`src/rtl/sn74xx194.sv`:
```
// Parameterised 74xx194-style universal shift register: hold, shift right, shift left, parallel load.
// Optional shift counter (cnt/full) is built only when SN74XX194_CNT_EN is defined.
module sn74xx194 #(
  parameter int WIDTH = 4
) (
  input  logic             clk,
  input  logic             rst,
  input  logic [1:0]       mode,
  input  logic [WIDTH-1:0] d,
  input  logic             dsr,
  input  logic             dsl,
  output logic [WIDTH-1:0] q,
  output logic             sor,
  output logic             sol
`ifdef SN74XX194_CNT_EN
  ,
  output logic [$clog2(WIDTH+1)-1:0] cnt,
  output logic                       full
`endif
);

  localparam logic [1:0] MODE_HOLD = 2'b00;
  localparam logic [1:0] MODE_SHR  = 2'b01;
  localparam logic [1:0] MODE_SHL  = 2'b10;
  localparam logic [1:0] MODE_LOAD = 2'b11;

  logic [WIDTH-1:0] shreg_q;
  logic [WIDTH-1:0] shreg_d;

  // An X/Z mode has no matching item and poisons the register so illegal stimulus stays visible.
  always_comb begin
    shreg_d = shreg_q;
    case (mode)
      MODE_HOLD: shreg_d = shreg_q;
      MODE_SHR:  shreg_d = {shreg_q[WIDTH-2:0], dsr};
      MODE_SHL:  shreg_d = {dsl, shreg_q[WIDTH-1:1]};
      MODE_LOAD: shreg_d = d;
      default:   shreg_d = 'x;
    endcase
  end

  always_ff @(posedge clk or posedge rst) begin
    if (rst) begin
      shreg_q <= '0;
    end else begin
      shreg_q <= shreg_d;
    end
  end

  assign q   = shreg_q;
  assign sor = shreg_q[WIDTH-1];
  assign sol = shreg_q[0];

`ifdef SN74XX194_CNT_EN
  localparam int CNT_W = $clog2(WIDTH+1);
  localparam logic [CNT_W-1:0] CNT_MAX = CNT_W'(WIDTH);

  logic [CNT_W-1:0] cnt_q;
  logic [CNT_W-1:0] cnt_d;

  // Either shift direction counts one bit leaving the register; the count saturates at WIDTH.
  always_comb begin
    cnt_d = cnt_q;
    case (mode)
      MODE_HOLD: cnt_d = cnt_q;
      MODE_SHR,
      MODE_SHL:  cnt_d = (cnt_q == CNT_MAX) ? cnt_q : cnt_q + CNT_W'(1);
      MODE_LOAD: cnt_d = '0;
      default:   cnt_d = 'x;
    endcase
  end

  always_ff @(posedge clk or posedge rst) begin
    if (rst) begin
      cnt_q <= '0;
    end else begin
      cnt_q <= cnt_d;
    end
  end

  assign cnt  = cnt_q;
  assign full = (cnt_q == CNT_MAX);
`endif

endmodule

```
`config.mk`:
```
export PLATFORM = sky130hd
export DESIGN_NAME = sn74xx194
export DESIGN_NICKNAME = d
export VERILOG_FILES = /design/src/rtl/sn74xx194.sv
export SDC_FILE = /design/constraint.sdc
export NUM_CORES = 1
export LEC_CHECK = 0
export BUFFER_PORTS_ARGS = -buffer_cell sky130_fd_sc_hd__buf_2
export CAP_MARGIN = 20
export CELL_PAD_IN_SITES_DETAIL_PLACEMENT = 0
export CELL_PAD_IN_SITES_GLOBAL_PLACEMENT = 2
export CORE_AREA = 2 2 39 41
export CTS_BUF_LIST = sky130_fd_sc_hd__clkbuf_8
export DETAILED_ROUTE_END_ITERATION = 7
export DIE_AREA = 0 0 41 43
export GPL_ROUTABILITY_DRIVEN = 0
export PLACE_DENSITY = 0.63
export SLEW_MARGIN = 20
export SYNTH_ARGS = -nofsm -noshare
export SYNTH_HDL_FRONTEND = slang
export SYNTH_SLANG_ARGS = --single-unit
```
`constraint.sdc`:
```
create_clock -name clk -period 1.7 [get_ports clk]
set_input_delay 0.085 -clock clk [delete_from_list [all_inputs] [get_ports clk]]
set_output_delay 0.085 -clock clk [all_outputs]
set_load 0.02 [all_outputs]
```
==> impl_metrics.json <==
{
  "met1Wirelength_microns": 254,
  "fin_hold_ws_ns": 0.182,
  "cp.arrival_ns": 1.12,
  "rsz0062_at_grt": "false",
  "drc_errors": 0,
  "grt_pass1_vias": 188,
  "antenna_found_initial": 0,
  "numCtsBuffers": 3,
  "drt_first_pass_iters": 3,
  "grt_max_degree": 5,
  "maxSlewHeadroom": 0.901,
  "floorplan.initialDensity": 0.162,
  "hold_path_depth": 2,
  "p_int_mw": 0.317,
  "p_sw_mw": 0.117,
  "maxUsedRoutingLayer": "met3",
  "cp-start-kind": "register",
  "multi_input_area_sq_um": 105,
  "ys_ff_latch": 4,
  "cp.depth": 1,
  "combPwrFrac": 0.247,
  "hold_viol": 0,
  "clk_pin_slew_worst_paths_ns": 0.03,
  "clock.fmax_mhz": 957,
  "die_x_microns": 41,
  "synthesis.area_sq_um": 224,
  "cts_resized": 0,
  "run_status": "complete, no violations",
  "timing.setup.tns_ns": 0,
  "area_delta_synth_final_pct": 58.7,
  "p_per_area_nw_per_um2": 1220,
  "dieArea_sq_um": 1760,
  "crit_family": "multiplexers",
  "clk_latency_ns": 0.21,
  "maxCapViolations": 0,
  "portBuffers": 15,
  "vias_per_cell": 4.07,
  "finalSetupViolCount": 0,
  "cts_sinks": 4,
  "yosys_warnings": 0,
  "required_ns": 1.78,
  "seqPwrFrac": 0.305,
  "min_period_ns": 1.05,
  "fin_crit_sh": 0.615,
  "avgSynthCellArea_sq_um": 20.4,
  "routed_wl_microns": 527,
  "largest_reg_flops": 4,
  "crit_chain": "mux4_1",
  "post_drt_wl_per_cell_microns": 12.0,
  "grt_usage": 0.0732,
  "rows": 14,
  "nFillCells": 139,
  "dr_wl_met3_microns": 71,
  "peakVddDrop_mv": 0.424,
  "crit_path_top_delay_cell": "mux4_1",
  "cts_root_buf": "clkbuf_8",
  "critPathBufInv": 0,
  "regArea_sq_um": 100,
  "drtIter0Drc": 2,
  "cts_tree": "built",
  "core_area_sq_um": 1380,
  "nNetsFinal": 40,
  "crit_type": "register to register",
  "critical-path-max-stage-delay_ns": 0.51,
  "yosys.cell_types.count": 4,
  "clk_path_buf_depth": 2,
  "antenna_left": 0,
  "p_clk_frac": 0.447,
  "r2r_cells": 1,
  "worstSetupEndpointType": "register",
  "ios": 16,
  "n_antenna_cell": 0,
  "syn_nets": 21,
  "h-tree-depth": 1,
  "drv_slew": 0,
  "hold_class": "primary input to register",
  "grt_first_pass_wirelength_microns": 800,
  "grt_overflow_total": 0,
  "vias": 179,
  "fin_skew_ns": 0.00216,
  "p_sw_frac": 0.270,
  "crit_fanout": 4,
  "drive_above_1_share": 0.643,
  "synth_cells": 11,
  "p_leak_nw": 0.179,
  "wl_met2_microns": 201,
  "dieHeight_microns": 43,
  "synth-seq-area-share": 0.447,
  "max_slew.worst_pin.slew_ns": 0.149
}
## area by class of cell
| cell class | instances | area share |
|---|---|---|
| sequential | 4 | 0.282 |
| timing repair buffer | 16 | 0.239 |
| tap | 16 | 0.0563 |
| multi-input combinational | 4 | 0.296 |
| inverter | 1 | 0.0106 |
| clock buffer | 3 | 0.116 |
## routing by layer
metal,GRT usage,vias to the layer above
li1,-,80
met1,0.0973,83
met2,0.0875,16
met3,0.0314,0
met4,0.0600,0
met5,0,-
## path summary, 6_finish.rpt
check,from,to,slack [ns]
max reg2reg,q[2],q[1],0.65
max,q[2],q[1],0.65
min in group asynchronous,rst,q[2],0.30
max in group asynchronous,rst,q[0],1.25
min reg2reg,q[0],q[0],0.64
min,mode[0],q[3],0.18
## cells by family after synthesis
| logic type | count (synthesis) | share of synthesized area |
|---|---|---|
| multiplexers | 4 | 0.469 |
| flip-flops | 4 | 0.447 |
| buffers and inverters | 3 | 0.0838 |
## cell usage after synthesis, drive strengths merged
master | number | area share
mux4 | 4 | 0.47
inv | 1 | 0.017
buf | 2 | 0.067
dfrtp | 4 | 0.45
## power groups by stage
| stage | sequential, mW | clock (mW) | combinational [mW] |
|---|---|---|---|
| finish | 0.133 | 0.194 | 0.107 |
| global route | 0.136 | 0.207 | 0.113 |
| CTS | 0.133 | 0.203 | 0.108 |
| floorplan | 0.150 | 0 | 0.0533 |
| detailed placement | 0.133 | 0 | 0.107 |
| global placement | 0.130 | 0 | 0.108 |
## what timing repair did
action / 4_1_cts / 5_1_grt
endpoints found under the hold margin: 4 / 0
hold buffers: 1 / 0
setup buffers: 0 / 0
## placed cells by master, fill, tap and decap left out
master	count
inv_1	1
buf_2	15
mux4_1	4
dfrtp_1	4
dlygate4sd3_1	1
clkbuf_8	3
## per-stage QoR
step           instances  area, sq um   util  setup WS (ns)  power, mW
6_report              44          355  0.257          0.655      0.434
2_1_floorplan         11          224      -          0.613      0.204
3_3_place_gp          40          304  0.220          0.657      0.238
4_1_cts               44          355  0.257          0.648      0.443
3_5_place_dp          40          304  0.220          0.657      0.240
5_1_grt               44          355  0.257          0.632      0.456
(Power assumes the default switching activity.)
